[config.mk]
export PLATFORM = sky130hd
export DESIGN_NAME = inst_queue_flat
export DESIGN_NICKNAME = d
export VERILOG_FILES = /design/src/rtl/inst_queue_pkg.sv /design/src/rtl/inst_queue_if.sv /design/src/rtl/inst_queue_ram.sv /design/src/rtl/inst_queue.sv /design/src/flat_wrapper.sv
export VERILOG_INCLUDE_DIRS = /design/src /design/src/rtl
export SDC_FILE = /design/constraint.sdc
export NUM_CORES = 2
export LEC_CHECK = 0
export BUFFER_PORTS_ARGS = -buffer_cell sky130_fd_sc_hd__buf_4
export CAP_MARGIN = 0
export CORE_MARGIN = 2
export CORE_UTILIZATION = 49
export DETAILED_ROUTE_END_ITERATION = 10
export PLACE_DENSITY = 0.7
export SYNTH_ARGS = -nofsm -noshare
export SYNTH_HDL_FRONTEND = slang
export SYNTH_HIERARCHICAL = 1
export SYNTH_SLANG_ARGS = --single-unit
export TNS_END_PERCENT = 30
[constraint.sdc]
create_clock -name clk -period 9.3 [get_ports clk]
set_input_delay 1.86 -clock clk [delete_from_list [all_inputs] [get_ports clk]]
set_output_delay 1.86 -clock clk [all_outputs]
set_load 0.02 [all_outputs]
[src/rtl/def.vh]
// Shared bus widths and idle values for the instruction path.
// IQ_ENTRY_W is the packed width of one queue entry: pc + npc + decodeout.
`ifndef DEF_VH
`define DEF_VH

`define PC_BUS        31:0
`define DECODEOUT_BUS 31:0

`define PC_INITIAL    32'h0000_0000
`define NPC_INITIAL   32'h0000_0004
`define DC_INITIAL    32'h0000_0000

`define IQ_ENTRY_W    96

`endif

[src/rtl/inst_queue_pkg.sv]
// Types and helpers shared by the instruction queue, its interface and its storage.
`include "def.vh"

package inst_queue_pkg;

  typedef logic [`PC_BUS]        pc_t;
  typedef logic [`DECODEOUT_BUS] dc_t;

  typedef struct packed {
    pc_t pc;
    pc_t npc;
    dc_t dc;
  } iq_entry_t;

  // What an output slot shows when it holds no instruction.
  localparam iq_entry_t ENTRY_INIT = '{pc: `PC_INITIAL, npc: `NPC_INITIAL, dc: `DC_INITIAL};

  // Entries retired by the launch stage: inst2 can only leave together with inst1.
  function automatic logic [1:0] pop_request(input logic [3:0] launch_flag);
    logic issued1;
    logic issued2;
    issued1 = launch_flag[3] | launch_flag[2];
    issued2 = launch_flag[1] | launch_flag[0];
    if (issued1 && issued2) begin
      return 2'd2;
    end else if (issued1) begin
      return 2'd1;
    end
    return 2'd0;
  endfunction

endpackage

[src/rtl/inst_queue_if.sv]
// Decode-to-queue and queue-to-launch signals of the instruction queue.
// master = decode/launch side, slave = the queue itself.
interface inst_queue_if
  import inst_queue_pkg::*;
#(
  parameter int DEPTH = 8
) ();

  logic                     in1_valid;
  logic                     in2_valid;
  pc_t                      in1_pc;
  pc_t                      in2_pc;
  pc_t                      in1_npc;
  pc_t                      in2_npc;
  dc_t                      in1_decodeout;
  dc_t                      in2_decodeout;
  logic                     in_ready;
  logic                     flush;
  logic [3:0]               launch_flag;
  pc_t                      out1_pc;
  pc_t                      out1_npc;
  dc_t                      out1_decodeout;
  logic                     receive_flag1;
  pc_t                      out2_pc;
  pc_t                      out2_npc;
  dc_t                      out2_decodeout;
  logic                     receive_flag2;
  logic [$clog2(DEPTH):0]   occupancy;

  modport master (
    output in1_valid, in2_valid, in1_pc, in2_pc, in1_npc, in2_npc,
           in1_decodeout, in2_decodeout, flush, launch_flag,
    input  in_ready, out1_pc, out1_npc, out1_decodeout, receive_flag1,
           out2_pc, out2_npc, out2_decodeout, receive_flag2, occupancy
  );

  modport slave (
    input  in1_valid, in2_valid, in1_pc, in2_pc, in1_npc, in2_npc,
           in1_decodeout, in2_decodeout, flush, launch_flag,
    output in_ready, out1_pc, out1_npc, out1_decodeout, receive_flag1,
           out2_pc, out2_npc, out2_decodeout, receive_flag2, occupancy
  );

endinterface

[src/rtl/inst_queue_ram.sv]
// Entry storage for the instruction queue: two write ports, two asynchronous
// read ports, no reset (stale contents are masked by the queue count).
`include "def.vh"

module iq_ram #(
  parameter int DEPTH = 8,
  parameter int WIDTH = `IQ_ENTRY_W
) (
  input  logic                     clk,
  input  logic                     we0,
  input  logic [$clog2(DEPTH)-1:0] waddr0,
  input  logic [WIDTH-1:0]         wdata0,
  input  logic                     we1,
  input  logic [$clog2(DEPTH)-1:0] waddr1,
  input  logic [WIDTH-1:0]         wdata1,
  input  logic [$clog2(DEPTH)-1:0] raddr0,
  output logic [WIDTH-1:0]         rdata0,
  input  logic [$clog2(DEPTH)-1:0] raddr1,
  output logic [WIDTH-1:0]         rdata1
);

  logic [WIDTH-1:0] mem_q [DEPTH];

  // Both write ports always target different slots, so their order is irrelevant.
  always_ff @(posedge clk) begin
    if (we0) mem_q[waddr0] <= wdata0;
    if (we1) mem_q[waddr1] <= wdata1;
  end

  assign rdata0 = mem_q[raddr0];
  assign rdata1 = mem_q[raddr1];

endmodule

[src/rtl/inst_queue.sv]
// Two-wide in-order instruction queue between decode and launch.
// Optional feature: define IQ_BYPASS_EN to let decode outputs reach the launch
// side in the same cycle while the queue is empty.
`include "def.vh"

module inst_queue
  import inst_queue_pkg::*;
#(
  parameter int DEPTH = 8
) (
  input logic         clk,
  input logic         rst,
  inst_queue_if.slave bus
);

  localparam int PTR_W = $clog2(DEPTH);
  localparam int CNT_W = PTR_W + 1;

  logic [PTR_W-1:0] rd_ptr_q, rd_ptr_d;
  logic [PTR_W-1:0] wr_ptr_q, wr_ptr_d;
  logic [CNT_W-1:0] count_q, count_d;

  logic             in_ready;
  logic             bypass;
  logic [1:0]       pop_req;
  logic [1:0]       n_in;
  logic [1:0]       avail;
  logic [1:0]       pop_cnt;
  logic [1:0]       push_cnt;
  logic             we0, we1;
  iq_entry_t        in1_entry, in2_entry, first_entry;
  iq_entry_t        wr_data0, wr_data1;
  iq_entry_t        rd_data0, rd_data1;
  iq_entry_t        out1_entry, out2_entry;
  logic             flag1, flag2;

  // Room for a full two-wide group, judged on the registered count only.
  assign in_ready = count_q <= CNT_W'(DEPTH - 2);

  // Work out how many entries enter and leave this cycle and what gets written.
  always_comb begin
    in1_entry   = '{pc: bus.in1_pc, npc: bus.in1_npc, dc: bus.in1_decodeout};
    in2_entry   = '{pc: bus.in2_pc, npc: bus.in2_npc, dc: bus.in2_decodeout};
    first_entry = bus.in1_valid ? in1_entry : in2_entry;
    n_in        = in_ready ? (2'(bus.in1_valid) + 2'(bus.in2_valid)) : 2'd0;
    pop_req     = pop_request(bus.launch_flag);
`ifdef IQ_BYPASS_EN
    bypass      = (count_q == '0) && !bus.flush;
`else
    bypass      = 1'b0;
`endif
    if (bypass) begin
      avail = n_in;
    end else if (count_q >= CNT_W'(2)) begin
      avail = 2'd2;
    end else begin
      avail = 2'(count_q);
    end
    pop_cnt  = (pop_req > avail) ? avail : pop_req;
    push_cnt = bypass ? (n_in - pop_cnt) : n_in;
    wr_data0 = (bypass && pop_cnt != 2'd0) ? in2_entry : first_entry;
    wr_data1 = in2_entry;
    we0      = (push_cnt != 2'd0) && !bus.flush;
    we1      = (push_cnt == 2'd2) && !bus.flush;
  end

  // Next pointer/count; a flush wins over everything else in the same cycle.
  always_comb begin
    rd_ptr_d = rd_ptr_q;
    wr_ptr_d = wr_ptr_q;
    count_d  = count_q;
    if (bus.flush) begin
      rd_ptr_d = '0;
      wr_ptr_d = '0;
      count_d  = '0;
    end else if (bypass) begin
      wr_ptr_d = wr_ptr_q + PTR_W'(push_cnt);
      count_d  = CNT_W'(push_cnt);
    end else begin
      rd_ptr_d = rd_ptr_q + PTR_W'(pop_cnt);
      wr_ptr_d = wr_ptr_q + PTR_W'(push_cnt);
      count_d  = count_q + CNT_W'(push_cnt) - CNT_W'(pop_cnt);
    end
  end

  // Queue bookkeeping registers.
  always_ff @(posedge clk or posedge rst) begin
    if (rst) begin
      rd_ptr_q <= '0;
      wr_ptr_q <= '0;
      count_q  <= '0;
    end else begin
      rd_ptr_q <= rd_ptr_d;
      wr_ptr_q <= wr_ptr_d;
      count_q  <= count_d;
    end
  end

  iq_ram #(
    .DEPTH (DEPTH),
    .WIDTH (`IQ_ENTRY_W)
  ) u_iq_ram (
    .clk    (clk),
    .we0    (we0),
    .waddr0 (wr_ptr_q),
    .wdata0 (wr_data0),
    .we1    (we1),
    .waddr1 (wr_ptr_q + PTR_W'(1)),
    .wdata1 (wr_data1),
    .raddr0 (rd_ptr_q),
    .rdata0 (rd_data0),
    .raddr1 (rd_ptr_q + PTR_W'(1)),
    .rdata1 (rd_data1)
  );

  // Present the two oldest entries, idle values where a slot is empty.
  always_comb begin
    flag1      = count_q >= CNT_W'(1);
    flag2      = count_q >= CNT_W'(2);
    out1_entry = flag1 ? rd_data0 : ENTRY_INIT;
    out2_entry = flag2 ? rd_data1 : ENTRY_INIT;
`ifdef IQ_BYPASS_EN
    if (bypass) begin
      flag1      = n_in != 2'd0;
      flag2      = n_in == 2'd2;
      out1_entry = flag1 ? first_entry : ENTRY_INIT;
      out2_entry = flag2 ? in2_entry : ENTRY_INIT;
    end
`endif
  end

  assign bus.in_ready       = in_ready;
  assign bus.occupancy      = count_q;
  assign bus.receive_flag1  = flag1;
  assign bus.receive_flag2  = flag2;
  assign bus.out1_pc        = out1_entry.pc;
  assign bus.out1_npc       = out1_entry.npc;
  assign bus.out1_decodeout = out1_entry.dc;
  assign bus.out2_pc        = out2_entry.pc;
  assign bus.out2_npc       = out2_entry.npc;
  assign bus.out2_decodeout = out2_entry.dc;

endmodule

[src/flat_wrapper.sv]
// flat-port wrapper written by rule: the top's interface ports become plain ports
module inst_queue_flat import inst_queue_pkg::*;
#(
  parameter int DEPTH = 8
)
  (clk, rst, bus_in1_valid, bus_in2_valid, bus_in1_pc, bus_in2_pc, bus_in1_npc, bus_in2_npc, bus_in1_decodeout, bus_in2_decodeout, bus_flush, bus_launch_flag, bus_in_ready, bus_out1_pc, bus_out1_npc, bus_out1_decodeout, bus_receive_flag1, bus_out2_pc, bus_out2_npc, bus_out2_decodeout, bus_receive_flag2, bus_occupancy);
  inst_queue_if #(.DEPTH(DEPTH)) bus_i ();
  input logic clk;
  input logic rst;
  input wire logic [$bits(bus_i.in1_valid)-1:0] bus_in1_valid;
  input wire logic [$bits(bus_i.in2_valid)-1:0] bus_in2_valid;
  input wire logic [$bits(bus_i.in1_pc)-1:0] bus_in1_pc;
  input wire logic [$bits(bus_i.in2_pc)-1:0] bus_in2_pc;
  input wire logic [$bits(bus_i.in1_npc)-1:0] bus_in1_npc;
  input wire logic [$bits(bus_i.in2_npc)-1:0] bus_in2_npc;
  input wire logic [$bits(bus_i.in1_decodeout)-1:0] bus_in1_decodeout;
  input wire logic [$bits(bus_i.in2_decodeout)-1:0] bus_in2_decodeout;
  input wire logic [$bits(bus_i.flush)-1:0] bus_flush;
  input wire logic [$bits(bus_i.launch_flag)-1:0] bus_launch_flag;
  output wire logic [$bits(bus_i.in_ready)-1:0] bus_in_ready;
  output wire logic [$bits(bus_i.out1_pc)-1:0] bus_out1_pc;
  output wire logic [$bits(bus_i.out1_npc)-1:0] bus_out1_npc;
  output wire logic [$bits(bus_i.out1_decodeout)-1:0] bus_out1_decodeout;
  output wire logic [$bits(bus_i.receive_flag1)-1:0] bus_receive_flag1;
  output wire logic [$bits(bus_i.out2_pc)-1:0] bus_out2_pc;
  output wire logic [$bits(bus_i.out2_npc)-1:0] bus_out2_npc;
  output wire logic [$bits(bus_i.out2_decodeout)-1:0] bus_out2_decodeout;
  output wire logic [$bits(bus_i.receive_flag2)-1:0] bus_receive_flag2;
  output wire logic [$bits(bus_i.occupancy)-1:0] bus_occupancy;
  assign bus_i.in1_valid = bus_in1_valid;
  assign bus_i.in2_valid = bus_in2_valid;
  assign bus_i.in1_pc = bus_in1_pc;
  assign bus_i.in2_pc = bus_in2_pc;
  assign bus_i.in1_npc = bus_in1_npc;
  assign bus_i.in2_npc = bus_in2_npc;
  assign bus_i.in1_decodeout = bus_in1_decodeout;
  assign bus_i.in2_decodeout = bus_in2_decodeout;
  assign bus_i.flush = bus_flush;
  assign bus_i.launch_flag = bus_launch_flag;
  assign bus_in_ready = bus_i.in_ready;
  assign bus_out1_pc = bus_i.out1_pc;
  assign bus_out1_npc = bus_i.out1_npc;
  assign bus_out1_decodeout = bus_i.out1_decodeout;
  assign bus_receive_flag1 = bus_i.receive_flag1;
  assign bus_out2_pc = bus_i.out2_pc;
  assign bus_out2_npc = bus_i.out2_npc;
  assign bus_out2_decodeout = bus_i.out2_decodeout;
  assign bus_receive_flag2 = bus_i.receive_flag2;
  assign bus_occupancy = bus_i.occupancy;
  inst_queue #(.DEPTH(DEPTH)) u_core (.clk(clk), .rst(rst), .bus(bus_i));
endmodule
==> impl_metrics.py <==
metrics = {
    "floorplan": {
        "rows": 113,
        "io-pin-count": 400,
        "die_area_sq_um": 98600,
        "start_util": 0.495,
        "die_width_um": 314,
        "core_sq_um": 95200,
        "die_y_um": 314,
    },
    "synthesis": {
        "synth_most_common_cell": "mux2_2",
        "synth_commonest_cells": "mux2_2 (1,028), edfxtp_1 (768), mux4_2 (384)",
        "synth_area_sq_um": 47100,
        "ys_types": 43,
        "synthArstFlopShare": 0.0129,
        "synth_fp_nets": 2951,
        "synth_cells": 2732,
        "synth_top_flop_cell": "edfxtp_1",
        "yosysWarnings": 6,
        "synth_edf_count": 768,
        "yosysSeqAreaShare": 0.495,
        "synth.top_cell.area_share": 0.490,
        "syn_area_per_cell_sq_um": 17.2,
        "synth.area.top_cells": "edfxtp_1 (49%), mux2_2 (25%), mux4_2 (18%)",
        "synth_top_area_cell": "edfxtp_1",
        "ys_seq_elements": 778,
    },
    "drt": {
        "routed_via_density": 6.55,
        "routedWlPerCell_um": 32.2,
        "routed_wl_mm": 141,
        "vias": 28700,
        "drt_iter0_markers": 2632,
        "drtPass1Iterations": 5,
        "ant_nets": 0,
        "drc": 0,
    },
    "placed_design": {
        "dpl.hpwl_mm": 78.9,
        "portBuffers": 399,
        "gp_congestion": 0.819,
        "dp.cells": 4220,
        "pre_cts_slack_ns": 2.94,
    },
    "timing": {
        "max_slew_margin": 0.156,
        "holdWs_ns": 0.726,
        "timing.fmax_mhz": 141,
        "finalHoldViolCount": 0,
        "slew_violations": 0,
        "period_minus_slack_ns": 7.07,
        "finalCritPeriodShare": 0.760,
        "layout_setup_ws_ns": 2.23,
        "finalSetupViolCount": 0,
        "rsz0062_at_grt": "false",
        "skew_ns": 0.0167,
        "worst_pin_slew_ns": 1.27,
    },
    "flow_run": {
        "maxCapViolCount": 0,
    },
    "min_path": {
        "hp-class": "flip-flop to flip-flop",
    },
    "power": {
        "p_comb_frac": 0.497,
        "internal_power_mw": 9.77,
        "p_switching_mw": 5.59,
        "clkPwrFrac": 0.217,
        "vdd_ir_drop_max_mv": 0.306,
        "p_leak_nw": 18.1,
        "p_sw_frac": 0.364,
        "p_seq_frac": 0.287,
        "power_density_nw_per_um2": 285,
    },
    "grt": {
        "use_met1": 0.385,
        "grt-ovfl-total": 0,
        "grt_pass1_wl_mm": 207,
        "top_usage_layer": "met2",
        "antenna_found_initial": 15,
        "grt_pass1_vias": 30900,
        "grt_max_degree": 97,
        "grt.total_usage": 0.285,
        "grtUsageMet3": 0.0604,
        "use_met2": 0.466,
    },
    "setup_path": {
        "cp_common_cell": "buf_4",
        "slowest_delay_ns": 1.16,
        "critPathMaxFanout": 64,
        "crit_type": "flip-flop to output pin",
        "crit_arrival_ns": 5.21,
        "cp-start-kind": "flip-flop",
        "cp-end-kind": "output pin",
        "path_cells": "ha_4 -> xor2_4 -> buf_4 -> mux4_2 -> mux2_2 -> nand2b_1 -> buf_4",
        "cpMaxStageDelayCell": "dfrtp_4",
        "required_ns": 7.44,
    },
    "clock_tree": {
        "htreeDepth": 3,
        "cts_tree": "built",
        "cts_sinks": 778,
        "clockRootBuffer": "clkbuf_16",
        "cts_resized": 0,
        "cts_inserted_buffers": 87,
        "cts_buffer_depth": 3,
        "clk_pin_slew_worst_paths_ns": 0.06,
        "post_cts.repair.setup_buffers": 0,
        "cts-hold-fix-buffers": 0,
        "clock_latency_ns": 0.64,
    },
    "layout": {
        "drive_gt1_frac": 0.664,
        "area_delta_synth_final_pct": 14.3,
        "instances_no_fill": 4379,
        "nFillCells": 7368,
        "nets": 3263,
    },
    "run_status": {
        "status": "completed",
    },
}
-- stage by stage --
stage	total power, mW	setup TNS (ns)	instance area [sq um]	utilization
after detailed placement	12.1	0	51200	0.538
after CTS	15.5	0	53800	0.566
after global routing	16.0	0	53800	0.566
after floorplan	9.44	-181.51	47100	-
final	15.4	0	53800	0.566
after global placement	12.0	0	51200	0.538
-- cell type report --
cell class                      count  area [sq um]  share of cell area
Multi-Input combinational cell   1715         22800               0.423
Antenna cell                        7          17.5            0.000325
Timing Repair Buffer              451          3410              0.0633
Tap cell                         1265          1580              0.0294
Clock buffer                      105          2240              0.0417
Inverter                           11          50.0            0.000929
Sequential cell                   778         23300               0.433
Clock inverter                     47           419             0.00778
-- routing by layer --
layer	vias up	routed length [um]	part of all wire
met4	14	3880	0.028
li1	11800	-	-
met1	15200	56500	0.40
met5	-	76	0.00054
met2	1367	68500	0.49
met3	265	11900	0.085
-- critical path, delay by kind of cell (launching register included) --
kind / cells / cell delay (ns)
buf+inv: 2 / 1.17
xor+xnor: 1 / 0.95
flops: 1 / 1.16
mux: 2 / 0.74
simple gates: 1 / 0.16
fa+ha+maj: 1 / 0.28
-- registers in the layout, indices dropped and copies added (netlist names) --
register	flops
u_core/wr_ptr_q	3
u_core/rd_ptr_q	3
u_core/u_iq_ram/mem_q	768
u_core/bus.occupancy	4
-- worst paths after layout --
| kind | from | end | slack (ns) | depth (start not counted) |
|---|---|---|---|---|
| worst max-delay path | u_core/rd_ptr_q[1] | bus_out2_npc[2] | 2.23 | 7 |
| worst min-delay path | u_core/wr_ptr_q[2] | u_core/wr_ptr_q[2] | 0.73 | 2 |
| worst max register to register | u_core/bus.occupancy[3] | u_core/u_iq_ram/mem_q[2][68] | 4.66 | 9 |
| worst min register to register | u_core/wr_ptr_q[2] | u_core/wr_ptr_q[2] | 0.73 | 2 |
| max in group asynchronous | rst | u_core/rd_ptr_q[1] | 7.58 | 2 |
| min in group asynchronous | rst | u_core/bus.occupancy[0] | 1.28 | 2 |
-- kinds of logic after synthesis --
logic type | after synthesis | share of synthesized area
multiplexers | 1442 | 0.439
XOR/XNOR | 5 | 0.000930
adder cells (fa/ha/maj) | 18 | 0.00542
AND/OR/NAND/NOR | 236 | 0.0331
buffers and inverters | 239 | 0.0245
flip-flops | 778 | 0.495
AO/OA/AOI/OAI | 14 | 0.00210
-- power by group through the flow --
stage / clock (mW) / sequential, mW / combinational [mW]
2_1_floorplan: 0 / 4.36 / 5.08
3_3_place_gp: 0 / 4.46 / 7.58
3_5_place_dp: 0 / 4.47 / 7.63
4_1_cts: 3.38 / 4.40 / 7.67
5_1_grt: 3.51 / 4.43 / 8.04
6_report: 3.33 / 4.40 / 7.63
-- layout by cell type, fill, tap and decap left out, drive strengths merged, types with 2 or more instances in the layout --
| cell type | n |
|---|---|
| clkinv | 38 |
| inv | 11 |
| xor2 | 2 |
| fa | 4 |
| o21bai | 2 |
| nor2 | 11 |
| and2 | 192 |
| diode | 7 |
| clkbuf | 105 |
| nand2b | 6 |
| dfrtp | 10 |
| mux4 | 384 |
| bufinv | 8 |
| mux2 | 1057 |
| edfxtp | 768 |
| xnor2 | 3 |
| nand2 | 5 |
| nand4b | 4 |
| nor2b | 8 |
| nor4bb | 3 |
| buf | 451 |
| ha | 14 |
| o21ai | 4 |
No activity file was read; power rests on OpenSTA's default activity.
